$ cat src/rtl/imem_loader_pkg.sv
// Shared types and constants for the instruction-memory boot loader.
//   ldr_state_t    : loader FSM states
//   BYTES_PER_WORD : stream bytes packed into one instruction
//   WORD_STRIDE    : byte-address increment between consecutive words
package imem_loader_pkg;

    typedef enum logic [1:0] {
        IDLE  = 2'd0,
        RECV  = 2'd1,
        WRITE = 2'd2,
        FIN   = 2'd3
    } ldr_state_t;

    localparam int unsigned BYTES_PER_WORD = 4;
    localparam int unsigned WORD_STRIDE    = 4;

endpackage

$ cat src/rtl/byte_packer.sv
// Packs a byte stream big-endian into 32-bit words (first byte lands in [31:24]).
// Ports:
//   clk, rst   : clock and synchronous active-high reset
//   byte_in    : stream byte
//   accept     : byte_in is taken on this edge
//   clear      : discard any partial word and restart at byte 0
//   word       : packed word including the byte currently offered
//   word_full  : accept of the last byte of a word this cycle
module byte_packer
    import imem_loader_pkg::*;
(
    input  logic        clk,
    input  logic        rst,
    input  logic [7:0]  byte_in,
    input  logic        accept,
    input  logic        clear,
    output logic [31:0] word,
    output logic        word_full
);

    // Only the first three bytes need storage; the fourth is taken straight
    // from byte_in so the complete word is available on the accepting edge.
    logic [23:0] shift_q;
    logic [1:0]  cnt_q;

    always_ff @(posedge clk) begin
        if (rst || clear) begin
            shift_q <= '0;
            cnt_q   <= '0;
        end else if (accept) begin
            shift_q <= {shift_q[15:0], byte_in};
            cnt_q   <= cnt_q + 2'd1;   // wraps to 0 after the last byte
        end
    end

    assign word      = {shift_q, byte_in};
    assign word_full = accept && (cnt_q == 2'(BYTES_PER_WORD - 1));

endmodule

$ cat src/rtl/imem_loader.sv
// Boot-time loader for the IF stage instruction-memory write port.
// Receives bytes over a valid/ready stream, packs them big-endian into words
// and writes them to consecutive addresses starting at BASE_ADDR, holding the
// core in reset until the whole image is written.
// Ports:
//   CLK, RST        : clock and synchronous active-high reset
//   Start, Len      : session request and word count (sampled in IDLE only)
//   Bdata, Bvalid   : stream byte and its valid
//   Bready          : loader takes a byte this cycle
//   newPC, W_Ins, WE: IF write address, instruction word and write enable
//   CPU_RST         : reset to the core
//   Busy            : session in progress
//   Done            : pulse in the cycle after the last word is written
//   Err             : pulse after a rejected Start
module imem_loader
    import imem_loader_pkg::*;
#(
    parameter logic [31:0] BASE_ADDR = 32'h0000_0000,
    parameter int unsigned MAX_WORDS = 256
) (
    input  logic        CLK,
    input  logic        RST,
    input  logic        Start,
    input  logic [15:0] Len,
    input  logic [7:0]  Bdata,
    input  logic        Bvalid,
    output logic        Bready,
    output logic [31:0] newPC,
    output logic [31:0] W_Ins,
    output logic        WE,
    output logic        CPU_RST,
    output logic        Busy,
    output logic        Done,
    output logic        Err
);

    ldr_state_t  state_q, state_d;
    logic [15:0] len_q;
    logic [15:0] word_cnt_q;
    logic [31:0] addr_q;
    logic [31:0] new_pc_q;
    logic [31:0] w_ins_q;
    logic        err_q;

    logic        len_ok;
    logic        start_ok;
    logic        start_bad;
    logic        accept;
    logic        last_word;
    logic [31:0] pk_word;
    logic        pk_full;

    // Len in 1..MAX_WORDS keeps addr inside the memory, so addr never wraps.
    assign len_ok    = (Len != 16'd0) && ({16'd0, Len} <= MAX_WORDS);
    assign start_ok  = (state_q == IDLE) && Start && len_ok;
    assign start_bad = (state_q == IDLE) && Start && !len_ok;
    assign accept    = (state_q == RECV) && Bvalid;
    assign last_word = ((word_cnt_q + 16'd1) == len_q);

    byte_packer u_packer (
        .clk       (CLK),
        .rst       (RST),
        .byte_in   (Bdata),
        .accept    (accept),
        .clear     (start_ok),
        .word      (pk_word),
        .word_full (pk_full)
    );

    always_comb begin
        state_d = state_q;
        unique case (state_q)
            IDLE:    if (start_ok) state_d = RECV;
            RECV:    if (pk_full) state_d = WRITE;
            WRITE:   state_d = last_word ? FIN : RECV;
            FIN:     state_d = IDLE;
            default: state_d = IDLE;
        endcase
    end

    always_ff @(posedge CLK) begin
        if (RST) begin
            state_q    <= IDLE;
            len_q      <= '0;
            word_cnt_q <= '0;
            addr_q     <= BASE_ADDR;
            new_pc_q   <= '0;
            w_ins_q    <= '0;
            err_q      <= 1'b0;
        end else begin
            state_q <= state_d;
            err_q   <= start_bad;
            if (start_ok) begin
                len_q      <= Len;
                addr_q     <= BASE_ADDR;
                word_cnt_q <= '0;
            end
            // Capture the write port on entry to WRITE; it then holds its
            // last written value until the next word is complete.
            if (pk_full) begin
                new_pc_q <= addr_q;
                w_ins_q  <= pk_word;
            end
            if (state_q == WRITE) begin
                addr_q     <= addr_q + WORD_STRIDE;
                word_cnt_q <= word_cnt_q + 16'd1;
            end
        end
    end

    assign Bready  = (state_q == RECV);
    assign WE      = (state_q == WRITE);
    assign Done    = (state_q == FIN);
    assign Busy    = (state_q != IDLE);
    assign CPU_RST = RST || (state_q != IDLE);
    assign newPC   = new_pc_q;
    assign W_Ins   = w_ins_q;
    assign Err     = err_q;

endmodule

$ cat config.mk
export PLATFORM = sky130hd
export DESIGN_NAME = imem_loader
export DESIGN_NICKNAME = d
export VERILOG_FILES = /design/src/rtl/imem_loader_pkg.sv /design/src/rtl/byte_packer.sv /design/src/rtl/imem_loader.sv
export SDC_FILE = /design/constraint.sdc
export NUM_CORES = 1
export LEC_CHECK = 0
export CAP_MARGIN = 20
export CORE_AREA = 2 2 168 170
export CTS_CLUSTER_SIZE = 25
export DETAILED_ROUTE_END_ITERATION = 8
export DIE_AREA = 0 0 170 172
export SLEW_MARGIN = 20
export SYNTH_ARGS = -nofsm -noshare
export SYNTH_HDL_FRONTEND = slang
export SYNTH_SLANG_ARGS = --single-unit
export TNS_END_PERCENT = 100
$ cat constraint.sdc
create_clock -name CLK -period 4.9 [get_ports CLK]
set_input_delay 0.98 -clock CLK [delete_from_list [all_inputs] [get_ports CLK]]
set_output_delay 0.98 -clock CLK [all_outputs]
set_load 0.02 [all_outputs]
==> impl_metrics.toml, run 1 <==
[clocking]
clock_tree_from_tritoncts = "built"
post_cts_hold_buffer_count = 0
cts.sink_count = 153
postCtsSetupBuffers = 0
clkLatencyLatePin_ns = 0.42
cts_root_buf = "clkbuf_16"
tritoncts.num_buffers = 17
clock_tree.htree_level_count = 4
postCtsResizedCells = 0
clockBufferDepth = 2
path_clk_slew_ns = 0.07

[yosys]
synthesis.area_um2 = 6500
yosys.cell_types.count = 61
yosysTopAreaCell = "dfxtp_1"
synthesis.yosys.warnings = 0
ys_seq_area_share_pct = 47.12
yosys_most_used_dff = "dfxtp_1"
synth-async-reset-ratio_pct = 0
synthesis.area_per_instance_um2 = 8.064
synth_top_cells_by_count = "228 x nand2_1, 153 x dfxtp_1, 117 x a21oi_1"
syn_inst = 806
most_used_standard_cell_by_instance_count_after_synthesis = "nand2_1"
synth_top_area_share_pct = 47.12
synth_edf_count = 0
synth.top_cells.by_area = "dfxtp_1 47%, nand2_1 13%, a21oi_1 9.0%"
synth.ff_latch_count = 153

[timing]
final-setup-viol-count = 0
tightestPinTransition_ns = 1.034
final_max_slew_viol_count = 0
min_period_over_period_pct = 68.70
fin_crit_ns = 3.366
fin_skew_ns = 0.01238
fin_hold_ws_ns = 0.4525
maxSlewHeadroom_pct = 31.09
rsz0062_at_grt = "no"
layout_setup_ws_ns = 1.534
setup-tns-final_ns = 0
max_freq_mhz = 297.0
hold_viol = 0

[hold_path]
min-delay-start = "newPC[7]$_SDFFE_PP0P_"
hold_end = "newPC[7]$_SDFFE_PP0P_"
hold_path_class = "register to register"
worst_hold_path.num_cells = 2

[critical_path]
worstSetupEndpointType = "output port"
regToRegEndpoint = "newPC[9]$_SDFFE_PP0P_"
worst-r2r-setup-slack_ns = 2.01
crit_arrival_ns = 2.39
cp.required_ns = 3.92
timing.critical_path.slowest_stage_cell = "clkdlybuf4s50_1"
timing.setup.critical_path_class = "register to output port"
crit_path_max_incr_delay_ns = 0.70
worstRegToRegCells = 8
critical_path_peak_fanout = 33
start_kind = "register"
r2r-start = "state_q[0]$_SDFFE_PP0P_"
timing.critical_path.cells = "nand2b_4, inv_1, buf_4, clkdlybuf4s50_1"

[floorplan]
die_height_um = 172
floorplan.initialDensity_pct = 23.66
num_rows = 61
num_io_pins = 98
fp.coreArea_um2 = 27480
horiz_die_dim_um = 170
die_area_um2 = 29240

[placement]
io_buffers = 95
placedCellCount = 1200
placedInstanceArea_um2 = 7666
pre_cts_setup_slack_ns = 1.294
gp_congestion = 0.8123
hpwl_um = 11310

[finish]
post-route-cell-area_um2 = 8234
fin_util_pct = 29.97
finish.net_count = 904
antenna_cells_inserted = 0
finalNonFillerCells = 1232
final_layout_size_suffix_gt1_share_pct = 6.659
n_fill_cell = 2921
syn2layout_area_growth_pct = 26.68

[global_routing]
wire_length_of_the_first_global_routing_pass_um = 27480
grt_max_degree = 95
groute.usage.overall_pct = 11.72
grt_antenna_before_repair = 0
grt_overflow = 0
first_global_vias = 5363

[power_and_ir_drop]
p_leak_nw = 2.626
ir_drop_uv = 231.9
power-per-cell-area_nw_per_um2 = 310.0
total_power_mw = 2.553

[detailed_routing]
drt-initial-drc-count = 300
antenna_violating_nets_post_route = 0
drt-vias-per-instance = 4.611
wl_per_cell_um = 13.77
detailroute.via_count = 5681
route.detailed.drc = 0
postRouteWirelength_um = 16960
first_pass_iters = 5

[flow_run]
max_cap_viol_count = 0

[status]
run_status = "finished, final reports clean"
-- cells by family (layout without fill, tap and decap cells) --
kind of cell / Yosys count / in the layout / share of synthesized area (%)
flops: 153 / 153 / 47.12
compound gates: 185 / 185 / 17.46
xor+xnor: 23 / 23 / 3.099
buf+inv: 61 / 140 / 4.581
mux: 7 / 7 / 1.136
fa+ha+maj: 3 / 3 / 0.5775
other cells: 1 / 2 / 0.05769
simple gates: 373 / 373 / 25.97
-- critical path: cells and delay by family (launching register included) --
family	cells	cell delay, ns
AND/OR/NAND/NOR	1	0.34
flip-flops	1	0.42
buffers and inverters	3	1.17
-- state kept, by name, indices dropped and copies added (netlist names) --
register / cells
newPC: 30
word_cnt_q: 16
addr_q: 30
Err: 1
u_packer.shift_q: 24
state_q: 2
W_Ins: 32
len_q: 16
u_packer.cnt_q: 2
-- cell type report --
class	count	area, um2	share of cell area (%)
clock buffers	21	470.5	5.713
clock inverters	11	97.59	1.185
inverters	6	22.52	0.2735
multi-input cells	593	3147	38.22
flip-flops and latches	153	3063	37.20
well taps	346	432.9	5.258
repair buffers	102	1001	12.16
-- cells in the final DEF (no fill, tap or decap), drive strengths merged, types with 7 or more instances in the layout --
cell type      synthesis  routed
nand3                 31      31
nor4                   7       7
clkdlybuf4s50          0      94
nor2                  50      50
a311oi                17      17
nor3                  13      13
dfxtp                153     153
xor2                  12      12
a21oi                118     118
clkbuf                28      21
o21ai                  9       9
buf                   27       8
xnor2                 11      11
and2                  11      11
nand2                228     228
-- power breakdown --
| group | switching [mW] | internal, mW | leakage (nW) |
|---|---|---|---|
| Sequential | 0.000283 | 1.24 | 1.23 |
| Combinational | 0.0339 | 0.0241 | 1.12 |
| Clock | 0.514 | 0.736 | 0.271 |
-- worst max-delay path by stage --
stage | from | to | slack, ns
2_1_floorplan | RST | CPU_RST | 2.21
3_3_place_gp | Len[15] | addr_q[4]$_SDFFE_PP0P_ | 1.31
3_5_place_dp | Len[15] | addr_q[4]$_SDFFE_PP0P_ | 1.29
4_1_cts | state_q[0]$_SDFFE_PP0P_ | WE | 1.52
5_1_grt | state_q[0]$_SDFFE_PP0P_ | WE | 1.43
6_report | state_q[0]$_SDFFE_PP0P_ | WE | 1.53
-- per-layer routing --
metal  GRT usage (%)  vias up  part of all wire (%)  routed length [um]
li1                -     2901                     -                   -
met1           14.76     2654                    47                7940
met2           19.61      103                    48                8158
met3           2.335       23                   2.9                 490
met4           4.942        0                   2.2                 372
met5               0        -                     0                   0
No activity file was read; power rests on OpenSTA's default activity.
==> run 2: changes to the inputs <==
Clock period 4.9 ns to 3.4 ns, I/O delays scaled along.
==> impl_metrics.toml, run 2 (synthesis results as in run 1) <==
[finish]
layout_common_cells = "227 x nand2_1, 153 x dfxtp_1, 117 x a21oi_1"
finish.net_count = 908
syn2layout_area_growth_pct = 28.35
finalNonFillerCells = 1237
mostFrequentLayoutCell = "nand2_1"
final_layout_size_suffix_gt1_share_pct = 7.079
flip_flop_count_of_the_largest_register_after_layout = 32

[critical_path]
start_kind = "register"
crit_arrival_ns = 2.06
critical_path_peak_fanout = 25
regToRegEndpoint = "state_q[1]$_SDFFE_PP0P_"
crit_path_max_incr_delay_ns = 0.57
critical_path.endpoint = "WE"
buffers_plus_inverters_on_the_worst_setup_path = 2
number_of_stages_on_the_worst_setup_path = 3
timing.setup.critical_path_class = "register to output port"
critical_path.top_delay_family = "buffers and inverters"
worstRegToRegCells = 7
critical_path.startpoint = "state_q[0]$_SDFFE_PP0P_"
timing.critical_path.slowest_stage_cell = "clkdlybuf4s50_1"
timing.critical_path.cells = "nand2b_4, inv_1, clkdlybuf4s50_1"
worstSetupEndpointType = "output port"
cp.required_ns = 2.72
r2r-start = "word_cnt_q[0]$_SDFFE_PP0P_"
worst-r2r-setup-slack_ns = 0.84

[floorplan]
num_rows = 61
die_height_um = 172
fp.coreArea_um2 = 27480
die_area_um2 = 29240
num_io_pins = 98
horiz_die_dim_um = 170
floorplan.initialDensity_pct = 23.66

[clocking]
post_cts_hold_buffer_count = 0
cts_root_buf = "clkbuf_16"
cts.sink_count = 153
postCtsResizedCells = 0
clock_tree_from_tritoncts = "built"
clkLatencyLatePin_ns = 0.42
clock_tree.htree_level_count = 4
tritoncts.num_buffers = 17
postCtsSetupBuffers = 0
path_clk_slew_ns = 0.06
clockBufferDepth = 2

[global_routing]
groute.usage.overall_pct = 11.76
wire_length_of_the_first_global_routing_pass_um = 27910
grt_antenna_before_repair = 0
grt_max_degree = 77
grt_overflow = 0
first_global_vias = 5497

[detailed_routing]
wl_per_cell_um = 13.73
drt-vias-per-instance = 4.643
route.detailed.drc = 0
drt-initial-drc-count = 309
detailroute.via_count = 5743
antenna_violating_nets_post_route = 0
first_pass_iters = 4
postRouteWirelength_um = 16990

[power_and_ir_drop]
power-per-cell-area_nw_per_um2 = 461.8
pwr-share-clk_pct = 51.3
share_comb_of_total_power_pct = 2.2
internal_power_mw = 3.033
p_leak_nw = 2.678
ir_drop_uv = 347.0
power_frac_seq_pct = 46.5
netSwitchingFraction_pct = 21.27
p_switching_uw = 819.6

[placement]
placedCellCount = 1204
io_buffers = 95
gp_congestion = 0.8041
hpwl_um = 11450

[hold_path]
worst_hold_path.num_cells = 2
hold_path_class = "register to register"

[timing]
max_freq_mhz = 365.2
hold_viol = 0
setup-tns-final_ns = 0
fin_crit_ns = 2.738
min_period_over_period_pct = 80.53
rsz0062_at_grt = "no"
final_max_slew_viol_count = 0
maxSlewHeadroom_pct = 43.42
tightestPinTransition_ns = 0.8487
final-setup-viol-count = 0
fin_hold_ws_ns = 0.4526
fin_skew_ns = 0.009729

[status]
run_status = "finished, final reports clean"

[flow_run]
max_cap_viol_count = 0
-- run 2: changes by cell type in the layout (fill, tap and decap cells not counted) --
cell / change
buf_12: +2
inv_6: +4
clkinvlp_4: -2
buf_4: +2
clkinv_2: -3
diode_2: +1
bufinv_16: +2
clkbuf_8: -1
-- run 2: per-layer routing --
| metal | track usage (%) | up-vias | share of wire (%) |
|---|---|---|---|
| met5 | 0 | - | 0 |
| met4 | 3.567 | 0 | 0.97 |
| met3 | 2.289 | 11 | 3.2 |
| met2 | 20.51 | 106 | 49 |
| met1 | 14.71 | 2699 | 47 |
| li1 | - | 2927 | - |
-- run 2: per-stage QoR --
step	instance area (um2)	utilization, %	worst slack (ns)	power, mW
floorplan	6504	-	1.131	1.870
detailed placement	7721	28.10	0.4490	1.918
global route	8341	30.36	0.5498	3.971
finish	8343	30.36	0.6619	3.853
CTS	8341	30.36	0.6280	3.898
global placement	7721	28.10	0.5186	1.918
-- run 2: area by class of cell --
type | instances | area [um2]
timing repair buffer | 106 | 1056
fill | 2880 | 19130
clock inverter | 12 | 162.7
inverter | 6 | 22.52
sequential | 153 | 3063
antenna | 1 | 2.502
multi-input combinational | 593 | 3147
tap | 346 | 432.9
clock buffer | 20 | 456.7
-- run 2: worst min-delay path, delay by kind of cell, from the launching register on --
family | cells | cell delay [ns]
flip-flops | 1 | 0.31
AND/OR/NAND/NOR | 1 | 0.05
AO/OA/AOI/OAI | 1 | 0.05
-- run 2: worst min-delay path by stage --
stage / startpoint / to
after detailed placement: newPC[16]$_SDFFE_PP0P_ / newPC[16]$_SDFFE_PP0P_
after global routing: newPC[16]$_SDFFE_PP0P_ / newPC[16]$_SDFFE_PP0P_
final: newPC[16]$_SDFFE_PP0P_ / newPC[16]$_SDFFE_PP0P_
after global placement: W_Ins[10]$_SDFFE_PP0P_ / W_Ins[10]$_SDFFE_PP0P_
after CTS: newPC[16]$_SDFFE_PP0P_ / newPC[16]$_SDFFE_PP0P_
after floorplan: u_packer.shift_q[16]$_SDFFE_PP0P_ / W_Ins[24]$_SDFFE_PP0P_
-- run 2: power groups by stage --
stage / combinational (mW) / clock, mW / sequential (mW)
after floorplan: 0.0355 / 0 / 1.83
after global placement: 0.0844 / 0 / 1.83
after detailed placement: 0.0842 / 0 / 1.83
after CTS: 0.0845 / 2.02 / 1.79
after global routing: 0.0905 / 2.09 / 1.79
final: 0.0832 / 1.98 / 1.79
